<file path="src/rtl/usbf_icb_mst_if.sv">
`default_nettype none
// ============================================================================
//  Module   : usbf_icb_mst_if
//  Brief    : Request/done and ICB cmd/rsp signal bundle for usbf_icb_mst.
//             The master modport is the initiator side; the slave modport is
//             the requester plus ICB slave side.
//  Revision : 1.0  initial release
// ============================================================================
interface usbf_icb_mst_if;
    // Local requester side
    logic        req_valid_i;
    logic        req_ready_o;
    logic        req_read_i;
    logic [31:0] req_addr_i;
    logic [31:0] req_wdata_i;
    logic        done_valid_o;
    logic        done_err_o;
    logic [31:0] done_rdata_o;
    logic        stray_o;
    // ICB bus side
    logic        icb_cmd_valid_o;
    logic        icb_cmd_ready_i;
    logic [31:0] icb_cmd_addr_o;
    logic        icb_cmd_read_o;
    logic [31:0] icb_cmd_wdata_o;
    logic        icb_rsp_valid_i;
    logic        icb_rsp_ready_o;
    logic [31:0] icb_rsp_rdata_i;

    modport master (
        input  req_valid_i, req_read_i, req_addr_i, req_wdata_i,
        output req_ready_o, done_valid_o, done_err_o, done_rdata_o, stray_o,
        output icb_cmd_valid_o, icb_cmd_addr_o, icb_cmd_read_o, icb_cmd_wdata_o,
        input  icb_cmd_ready_i,
        input  icb_rsp_valid_i, icb_rsp_rdata_i,
        output icb_rsp_ready_o
    );

    modport slave (
        output req_valid_i, req_read_i, req_addr_i, req_wdata_i,
        input  req_ready_o, done_valid_o, done_err_o, done_rdata_o, stray_o,
        input  icb_cmd_valid_o, icb_cmd_addr_o, icb_cmd_read_o, icb_cmd_wdata_o,
        output icb_cmd_ready_i,
        output icb_rsp_valid_i, icb_rsp_rdata_i,
        input  icb_rsp_ready_o
    );
endinterface
`default_nettype wire

</file>
<file path="src/rtl/usbf_icb_mst.sv">
`default_nettype none
// ============================================================================
//  Module   : usbf_icb_mst
//  Brief    : Single-outstanding ICB initiator. Converts one-word register
//             requests into ICB cmd/rsp transactions, with a saturating wait
//             counter that turns a stuck command or missing response into an
//             error completion. Responses arriving while idle are dropped and
//             flagged as stray.
//  Revision : 1.0  initial release
// ============================================================================
module usbf_icb_mst #(
    parameter int TIMEOUT_W = 8
) (
    input  wire logic        hclk_i,
    input  wire logic        hrst_i,
    usbf_icb_mst_if.master   bus
);

    typedef enum logic [1:0] {
        S_IDLE = 2'd0,
        S_CMD  = 2'd1,
        S_RSP  = 2'd2
    } state_t;

    localparam logic [TIMEOUT_W-1:0] C_CNT_MAX = {TIMEOUT_W{1'b1}};

    state_t               r_state;
    logic [TIMEOUT_W-1:0] r_cnt;
    logic                 r_req_ready;
    logic                 r_cmd_valid;
    logic                 r_rsp_ready;
    logic                 r_done_valid;
    logic                 r_done_err;
    logic [31:0]          r_done_rdata;
    logic                 r_stray;
    logic [31:0]          r_addr;
    logic [31:0]          r_wdata;
    logic                 r_read;

    // Handshake outputs are registered copies of the state decode, updated
    // together with every state transition.
    assign bus.req_ready_o     = r_req_ready;
    assign bus.icb_cmd_valid_o = r_cmd_valid;
    assign bus.icb_rsp_ready_o = r_rsp_ready;
    assign bus.icb_cmd_addr_o  = r_addr;
    assign bus.icb_cmd_wdata_o = r_wdata;
    assign bus.icb_cmd_read_o  = r_read;
    assign bus.done_valid_o    = r_done_valid;
    assign bus.done_err_o      = r_done_err;
    assign bus.done_rdata_o    = r_done_rdata;
    assign bus.stray_o         = r_stray;

    // Transaction FSM: IDLE accepts a request, CMD presents it on the bus,
    // RSP waits for the slave; both wait states share the timeout counter.
    always_ff @(posedge hclk_i or posedge hrst_i) begin
        if (hrst_i) begin
            r_state      <= S_IDLE;
            r_cnt        <= '0;
            r_req_ready  <= 1'b1;
            r_cmd_valid  <= 1'b0;
            r_rsp_ready  <= 1'b1;
            r_done_valid <= 1'b0;
            r_done_err   <= 1'b0;
            r_done_rdata <= 32'h0;
            r_stray      <= 1'b0;
            r_addr       <= 32'h0;
            r_wdata      <= 32'h0;
            r_read       <= 1'b0;
        end else begin
            // Completion and stray flags are single-cycle pulses.
            r_done_valid <= 1'b0;
            r_done_err   <= 1'b0;
            r_stray      <= 1'b0;
            case (r_state)
                S_IDLE: begin
                    // rsp_ready is high here, so any response is consumed.
                    if (bus.icb_rsp_valid_i) begin
                        r_stray <= 1'b1;
                    end
                    if (bus.req_valid_i) begin
                        r_addr      <= bus.req_addr_i;
                        r_wdata     <= bus.req_wdata_i;
                        r_read      <= bus.req_read_i;
                        r_cnt       <= '0;
                        r_state     <= S_CMD;
                        r_req_ready <= 1'b0;
                        r_cmd_valid <= 1'b1;
                        r_rsp_ready <= 1'b0;
                    end
                end
                S_CMD: begin
                    if (bus.icb_cmd_ready_i) begin
                        r_cnt       <= '0;
                        r_state     <= S_RSP;
                        r_cmd_valid <= 1'b0;
                        r_rsp_ready <= 1'b1;
                    end else if (r_cnt == C_CNT_MAX) begin
                        r_state      <= S_IDLE;
                        r_done_valid <= 1'b1;
                        r_done_err   <= 1'b1;
                        r_req_ready  <= 1'b1;
                        r_cmd_valid  <= 1'b0;
                        r_rsp_ready  <= 1'b1;
                    end else begin
                        r_cnt <= r_cnt + 1'b1;
                    end
                end
                S_RSP: begin
                    // A response checked first so it wins over a timeout
                    // occurring in the same cycle.
                    if (bus.icb_rsp_valid_i) begin
                        if (r_read) begin
                            r_done_rdata <= bus.icb_rsp_rdata_i;
                        end
                        r_state      <= S_IDLE;
                        r_done_valid <= 1'b1;
                        r_req_ready  <= 1'b1;
                    end else if (r_cnt == C_CNT_MAX) begin
                        r_state      <= S_IDLE;
                        r_done_valid <= 1'b1;
                        r_done_err   <= 1'b1;
                        r_req_ready  <= 1'b1;
                    end else begin
                        r_cnt <= r_cnt + 1'b1;
                    end
                end
                default: begin
                    r_state     <= S_IDLE;
                    r_req_ready <= 1'b1;
                    r_cmd_valid <= 1'b0;
                    r_rsp_ready <= 1'b1;
                end
            endcase
        end
    end

endmodule
`default_nettype wire

</file>
<file path="src/flat_wrapper.sv">
// flat-port wrapper written by rule: the top's interface ports become plain ports
module usbf_icb_mst_flat 
#(
    parameter int TIMEOUT_W = 8
)
  (hclk_i, hrst_i, bus_req_valid_i, bus_req_read_i, bus_req_addr_i, bus_req_wdata_i, bus_req_ready_o, bus_done_valid_o, bus_done_err_o, bus_done_rdata_o, bus_stray_o, bus_icb_cmd_valid_o, bus_icb_cmd_addr_o, bus_icb_cmd_read_o, bus_icb_cmd_wdata_o, bus_icb_cmd_ready_i, bus_icb_rsp_valid_i, bus_icb_rsp_rdata_i, bus_icb_rsp_ready_o);
  usbf_icb_mst_if bus_i ();
  input  wire logic hclk_i;
  input  wire logic hrst_i;
  input wire logic [$bits(bus_i.req_valid_i)-1:0] bus_req_valid_i;
  input wire logic [$bits(bus_i.req_read_i)-1:0] bus_req_read_i;
  input wire logic [$bits(bus_i.req_addr_i)-1:0] bus_req_addr_i;
  input wire logic [$bits(bus_i.req_wdata_i)-1:0] bus_req_wdata_i;
  output wire logic [$bits(bus_i.req_ready_o)-1:0] bus_req_ready_o;
  output wire logic [$bits(bus_i.done_valid_o)-1:0] bus_done_valid_o;
  output wire logic [$bits(bus_i.done_err_o)-1:0] bus_done_err_o;
  output wire logic [$bits(bus_i.done_rdata_o)-1:0] bus_done_rdata_o;
  output wire logic [$bits(bus_i.stray_o)-1:0] bus_stray_o;
  output wire logic [$bits(bus_i.icb_cmd_valid_o)-1:0] bus_icb_cmd_valid_o;
  output wire logic [$bits(bus_i.icb_cmd_addr_o)-1:0] bus_icb_cmd_addr_o;
  output wire logic [$bits(bus_i.icb_cmd_read_o)-1:0] bus_icb_cmd_read_o;
  output wire logic [$bits(bus_i.icb_cmd_wdata_o)-1:0] bus_icb_cmd_wdata_o;
  input wire logic [$bits(bus_i.icb_cmd_ready_i)-1:0] bus_icb_cmd_ready_i;
  input wire logic [$bits(bus_i.icb_rsp_valid_i)-1:0] bus_icb_rsp_valid_i;
  input wire logic [$bits(bus_i.icb_rsp_rdata_i)-1:0] bus_icb_rsp_rdata_i;
  output wire logic [$bits(bus_i.icb_rsp_ready_o)-1:0] bus_icb_rsp_ready_o;
  assign bus_i.req_valid_i = bus_req_valid_i;
  assign bus_i.req_read_i = bus_req_read_i;
  assign bus_i.req_addr_i = bus_req_addr_i;
  assign bus_i.req_wdata_i = bus_req_wdata_i;
  assign bus_req_ready_o = bus_i.req_ready_o;
  assign bus_done_valid_o = bus_i.done_valid_o;
  assign bus_done_err_o = bus_i.done_err_o;
  assign bus_done_rdata_o = bus_i.done_rdata_o;
  assign bus_stray_o = bus_i.stray_o;
  assign bus_icb_cmd_valid_o = bus_i.icb_cmd_valid_o;
  assign bus_icb_cmd_addr_o = bus_i.icb_cmd_addr_o;
  assign bus_icb_cmd_read_o = bus_i.icb_cmd_read_o;
  assign bus_icb_cmd_wdata_o = bus_i.icb_cmd_wdata_o;
  assign bus_i.icb_cmd_ready_i = bus_icb_cmd_ready_i;
  assign bus_i.icb_rsp_valid_i = bus_icb_rsp_valid_i;
  assign bus_i.icb_rsp_rdata_i = bus_icb_rsp_rdata_i;
  assign bus_icb_rsp_ready_o = bus_i.icb_rsp_ready_o;
  usbf_icb_mst #(.TIMEOUT_W(TIMEOUT_W)) u_core (.hclk_i(hclk_i), .hrst_i(hrst_i), .bus(bus_i));
endmodule
</file>
<file path="config.mk">
export PLATFORM = sky130hd
export DESIGN_NAME = usbf_icb_mst_flat
export DESIGN_NICKNAME = d
export VERILOG_FILES = /design/src/rtl/usbf_icb_mst_if.sv /design/src/rtl/usbf_icb_mst.sv /design/src/flat_wrapper.sv
export SDC_FILE = /design/constraint.sdc
export NUM_CORES = 1
export LEC_CHECK = 0
export ABC_AREA = 0
export BUFFER_PORTS_ARGS = -buffer_cell sky130_fd_sc_hd__buf_2
export CAP_MARGIN = 30
export CELL_PAD_IN_SITES_DETAIL_PLACEMENT = 1
export CELL_PAD_IN_SITES_GLOBAL_PLACEMENT = 2
export CORE_ASPECT_RATIO = 0.75
export CORE_MARGIN = 4
export CORE_UTILIZATION = 27
export DETAILED_ROUTE_END_ITERATION = 8
export GPL_ROUTABILITY_DRIVEN = 0
export HOLD_SLACK_MARGIN = 0.05
export MAX_ROUTING_LAYER = met4
export PLACE_DENSITY = 0.86
export SLEW_MARGIN = 15
export SYNTH_ARGS = -nofsm -noshare
export SYNTH_HDL_FRONTEND = slang
export SYNTH_SLANG_ARGS = --single-unit
export TNS_END_PERCENT = 1
</file>
<file path="constraint.sdc">
create_clock -name hclk_i -period 3.4 [get_ports hclk_i]
set_input_delay 0.34 -clock hclk_i [delete_from_list [all_inputs] [get_ports hclk_i]]
set_output_delay 0.34 -clock hclk_i [all_outputs]
set_load 0.03 [all_outputs]
</file>
# Yosys cells after proc, flatten, opt, wreduce, memory -nomap -nowiden

Index checks and enable logic that the tools add are counted.

$add $sub $neg: 1
Eq/ne operators: 7
Multiplexer cells: 30
Bitwise logic cells: 1
Reduce and logical (&&, ||, !) cells: 7

Operators with widths:

| cell                                                  | number |
|---|---|
| 2-to-1 mux 8 bit                                      | 4 |
| one-hot mux 8 bit (3 select lines)                    | 1 |
| 2-to-1 mux 1 bit                                      | 15 |
| one-hot mux 1 bit (3 select lines)                    | 3 |
| AND reduction 3 bit                                   | 3 |
| adder 8 x 1 -> 8 bit, second input constant           | 1 |
| == test 8 bit, second input constant                  | 1 |
| 2-to-1 mux 2 bit                                      | 4 |
| inequality test 2 bit, second input constant          | 3 |
| one-hot mux 2 bit (3 select lines)                    | 1 |
| one-hot mux 1 bit (2 select lines)                    | 2 |
| AND reduction 2 bit                                   | 2 |
| inequality test 3 x 2 -> 1 bit, second input constant | 1 |
| nonzero test 3 bit                                    | 1 |
| == test 2 x 1 -> 1 bit, second input constant         | 1 |
| == test 2 bit, second input constant                  | 1 |
| zero test 2 bit                                       | 1 |
| inverter 1 bit                                        | 1 |

Flip-flop bits (word level): 113
Input bits: 102
Output and inout port bits: 103
Logic and storage cells: 58

# Depth between registers and ports, before layout

Word-level depth: 4
Depth in mapped cells: 7
Depth with buffers taken out: 6

# Worst setup path after synthesis

No wires, ideal clock.

Path type: register to register
Start: reg u_core.r_state[0]
End: reg u_core.r_cnt[0]
Library setup time: 0.064 ns
Arrival: 1.651 ns
Required time: 3.336 ns
Slack: 1.686 ns
Stages on the path, launching flop included: 8
Buffers on the path: 1
Cells stage by stage: dfrtp_1 -> inv_1 -> ha_1 -> nor2b_4 -> buf_6 -> or3_4 -> nor3_4 -> mux2_4

Longest elaborated chain between the ends: 3

Ends and longest elaborated chain:

| item                                                                         | RTL line            | source |
|---|---|---|
| start, declared                                                              | usbf_icb_mst.sv:27  | `state_t r_state;` |
| start signal, assigned                                                       | usbf_icb_mst.sv:57  | `r_state <= S_IDLE;` |
| start signal, assigned                                                       | usbf_icb_mst.sv:85  | `r_state <= S_CMD;` |
| start signal, assigned                                                       | usbf_icb_mst.sv:94  | `r_state <= S_RSP;` |
| == test 2 bit (tied with other cells)                                        | usbf_icb_mst.sv:74  | `case (r_state)` |
| inequality test 2 bit (no source line) or nonzero test 3 bit (tied branches) | -                   |  |
| AND reduction 3 bit (no source line)                                         | -                   |  |
| end signal, assigned                                                         | usbf_icb_mst.sv:105 | `r_cnt <= r_cnt + 1'b1;` |
| end signal, assigned                                                         | usbf_icb_mst.sv:124 | `r_cnt <= r_cnt + 1'b1;` |
| end, declared                                                                | usbf_icb_mst.sv:28  | `logic [TIMEOUT_W-1:0] r_cnt;` |

Parallel ways exist; a longest one is shown, timed or not.
A chain may end at the register's enable or synchronous reset.

# Worst setup path in the final report

Start: reg u_core.r_state[0]
End: reg u_core.r_addr[5] (netlist: u_core.bus.icb_cmd_addr_o[5])

Longest elaborated chain between the ends: 2

Ends and longest elaborated chain:

| item                                 | RTL line           | source |
|---|---|---|
| zero test 2 bit                      | usbf_icb_mst.sv:74 |  |
| AND reduction 2 bit (no source line) | -                  |  |
| end signal, assigned                 | usbf_icb_mst.sv:81 | `r_addr <= bus.req_addr_i;` |
| end, declared                        | usbf_icb_mst.sv:36 | `logic [31:0] r_addr;` |

Every way passes these cells.

==> metrics.yaml <==
status: "complete, no violations"
ctsHoldBuffers: 0
cts_sinks: 113
fin_crit_ns: 2.16
synthTopCellsByArea: "dfrtp_1 (61%), mux2_2 (24%), ha_1 (1.6%), dfstp_2 (1.2%), a21oi_1 (1.1%)"
worstSetupEndpointType: "register"
cts_max_level: 4
ys_seq_elements: 113
finalSetupViolCount: 0
place_ws_ns: 1.15
hold_path.class: "in2async"
synthCells: 298
io_pins: 205
num_rows: 40
start_util: 0.280
r2r_setup_slack_ns: 1.24
synthMuxAreaShare: 0.243
pwr-share-clk: 0.244
post-route-util: 0.393
hold_viol: 0
coreArea_mm2: 0.0163
synthArstFlopShare: 1.00
synth_nets: 406
wl_per_cell_um: 16.9
period_share: 0.635
yosysSeqAreaShare: 0.621
crit_type: "reg2reg"
p_comb_frac: 0.443
cts_tree: "done"
final_nets: 618
ys_warn_count: 0
cts_root_buf: "clkbuf_16"
synthSimpleGateAreaFrac: 0.0407
power.ir.vdd_worst_uv: 434
synth_flop_cell: "dfrtp_1"
area_growth_pct: 40.3
reg2reg_depth: 5
synth_adder_area_share: 0.0165
powerDensity_mw_per_mm2: 1160
finClkSkew_ns: 0.00610
grt_max_degree: 66
drc: 0
synth_cell_types: 43
drtIter0Drc: 114
cp-start-kind: "register"
clock_path_buffers: 2
syn_avg_cell_area_um2: 15.3
die_w_um: 158
grt_usage: 0.136
max-cap-violations: 0
p_int_mw: 4.41
cp.required_ns: 3.69
cp_data_arrival_time_ns: 2.44
grt_pass1_vias: 3680
globalRoute.totalOverflow: 0
antenna_found_initial: 1
die_h_um: 120
synth_xor_area_frac: 0
finalSetupTns_ns: 0
synth_top_family_by_area: "multiplexers"
numCtsBuffers: 17
drive_above_1_share: 0.663
maxSlewHeadroom: 0.460
dp_hpwl_mm: 9.30
clk_pin_slew_worst_paths_ns: 0.05
fin_ws_ns: 1.24
grt_pass1_wl_mm: 19.4
p_sw_mw: 3.01
drt-pass1-iter-count: 6
vias: 3251
rsz0062_at_grt: "no"
synth_top_area_cell: "dfrtp_1"
fmax_mhz: 463
swShare: 0.405
port_buffers: 204
syn_area_mm2: 0.00455
die_area_mm2: 0.0190
synth_compound_area_frac: 0.0511
seqPwrFrac: 0.313
viasPerCell: 4.45
tightest_slew_ns: 0.810
ctsResizeCount: 0
whs_ns: 0.101
ant_nets: 0
p_leak_nw: 3.13
postCtsSetupRepairBufs: 0
clock_latency_ns: 0.41
yosys.area.top_type_share: 0.610
path_max_fanout: 38
postRouteWirelength_mm: 12.3
synth_edf_count: 0
n_fill_cell: 1783
slew_violations: 0
## flip-flops by register name (all words and copies together), names as in the netlist, 2 cells and up
register and cells:
u_core.bus.done_rdata_o 32, u_core.bus.icb_cmd_addr_o 32, u_core.bus.icb_cmd_wdata_o 32, u_core.r_cnt 8
u_core.r_state 2
## synthesized netlist by cell type, types with 2 or more instances
cell type and instances:
buf_2 9, nor2_1 2, nor3_4 2, and3_1 2, dfrtp_1 111, nand4_1 2, dfstp_2 2, inv_1 7
nand2_1 5, o21ai_0 3, and2_2 2, ha_1 6, o21bai_1 2, nand3_1 3, a22o_1 3, mux2_2 97
a21oi_1 10, buf_6 4, a31oi_1 2
## logic make-up after synthesis
kind of cell,Yosys count
compound gates,33
fa+ha+maj,6
buf+inv,21
flops,113
mux,98
simple gates,27
## stage by stage
stage | instance area (um^2) | cells | power (mW)
floorplan | 4550 | 298 | 4.64
global placement | 5790 | 701 | 5.55
detailed placement | 5790 | 701 | 5.68
CTS | 6390 | 730 | 7.54
global route | 6390 | 731 | 7.84
finish | 6390 | 731 | 7.41
## per-layer routing
| layer | share of wire | routed length, um | up-vias | track usage |
|---|---|---|---|---|
| met5 | 0 | 0 | - | - |
| met4 | 0.024 | 297 | 0 | 0.0613 |
| met3 | 0.088 | 1090 | 23 | 0.0519 |
| met2 | 0.46 | 5710 | 148 | 0.209 |
| met1 | 0.42 | 5230 | 1590 | 0.158 |
| li1 | - | - | 1490 | - |
## power by group through the flow
| stage | clock network, mW | registers, mW | logic [mW] |
|---|---|---|---|
| floorplan | 0 | 3.55 | 1.09 |
| global placement | 0 | 2.29 | 3.25 |
| detailed placement | 0 | 2.34 | 3.34 |
| CTS | 1.87 | 2.33 | 3.34 |
| global route | 1.93 | 2.40 | 3.51 |
| finish | 1.81 | 2.32 | 3.28 |
## final timing paths
path                                        startpoint                        endpoint
worst max register to register       u_core.r_state[0]    u_core.bus.icb_cmd_addr_o[5]
worst max-delay path                 u_core.r_state[0]    u_core.bus.icb_cmd_addr_o[5]
max in group asynchronous                       hrst_i   u_core.bus.icb_cmd_addr_o[31]
worst min register to register  u_core.bus.req_ready_o          u_core.bus.req_ready_o
worst min-delay path                            hrst_i  u_core.bus.icb_cmd_wdata_o[30]
min in group hclk_i                 bus_req_wdata_i[3]   u_core.bus.icb_cmd_wdata_o[3]
## layout make-up
class	instances	area, um^2	share of cell area
tap	210	263	0.0411
clock buffer	24	492	0.0770
clock inverter	5	103	0.0161
multi-input combinational	164	1600	0.251
sequential	113	2830	0.443
inverter	7	28.8	0.00450
timing repair buffer	207	1070	0.167
antenna	1	2.50	0.000392
## worst max-delay path, stage by stage, from the launching register on
cell and delay, ns:
dfrtp_1 0.39, inv_1 0.10, ha_1 0.27, nand2_2 0.58, buf_12 0.30, mux2_2 0.37
## layout by cell type (no fill, tap or decap), drive strengths merged, types with 2 or more instances in the layout
cell type / instances
nor2b: 2
dfrtp: 111
nand2: 5
dfstp: 2
clkbuf: 24
a21oi: 10
bufinv: 3
buf: 207
a22o: 3
nor3: 3
and2: 3
nand4: 2
o21bai: 2
inv: 7
and3: 2
nand3: 3
ha: 6
nor2: 2
mux2: 98
o21ai: 4
a31oi: 2
Power figures use the tool's default switching activity.
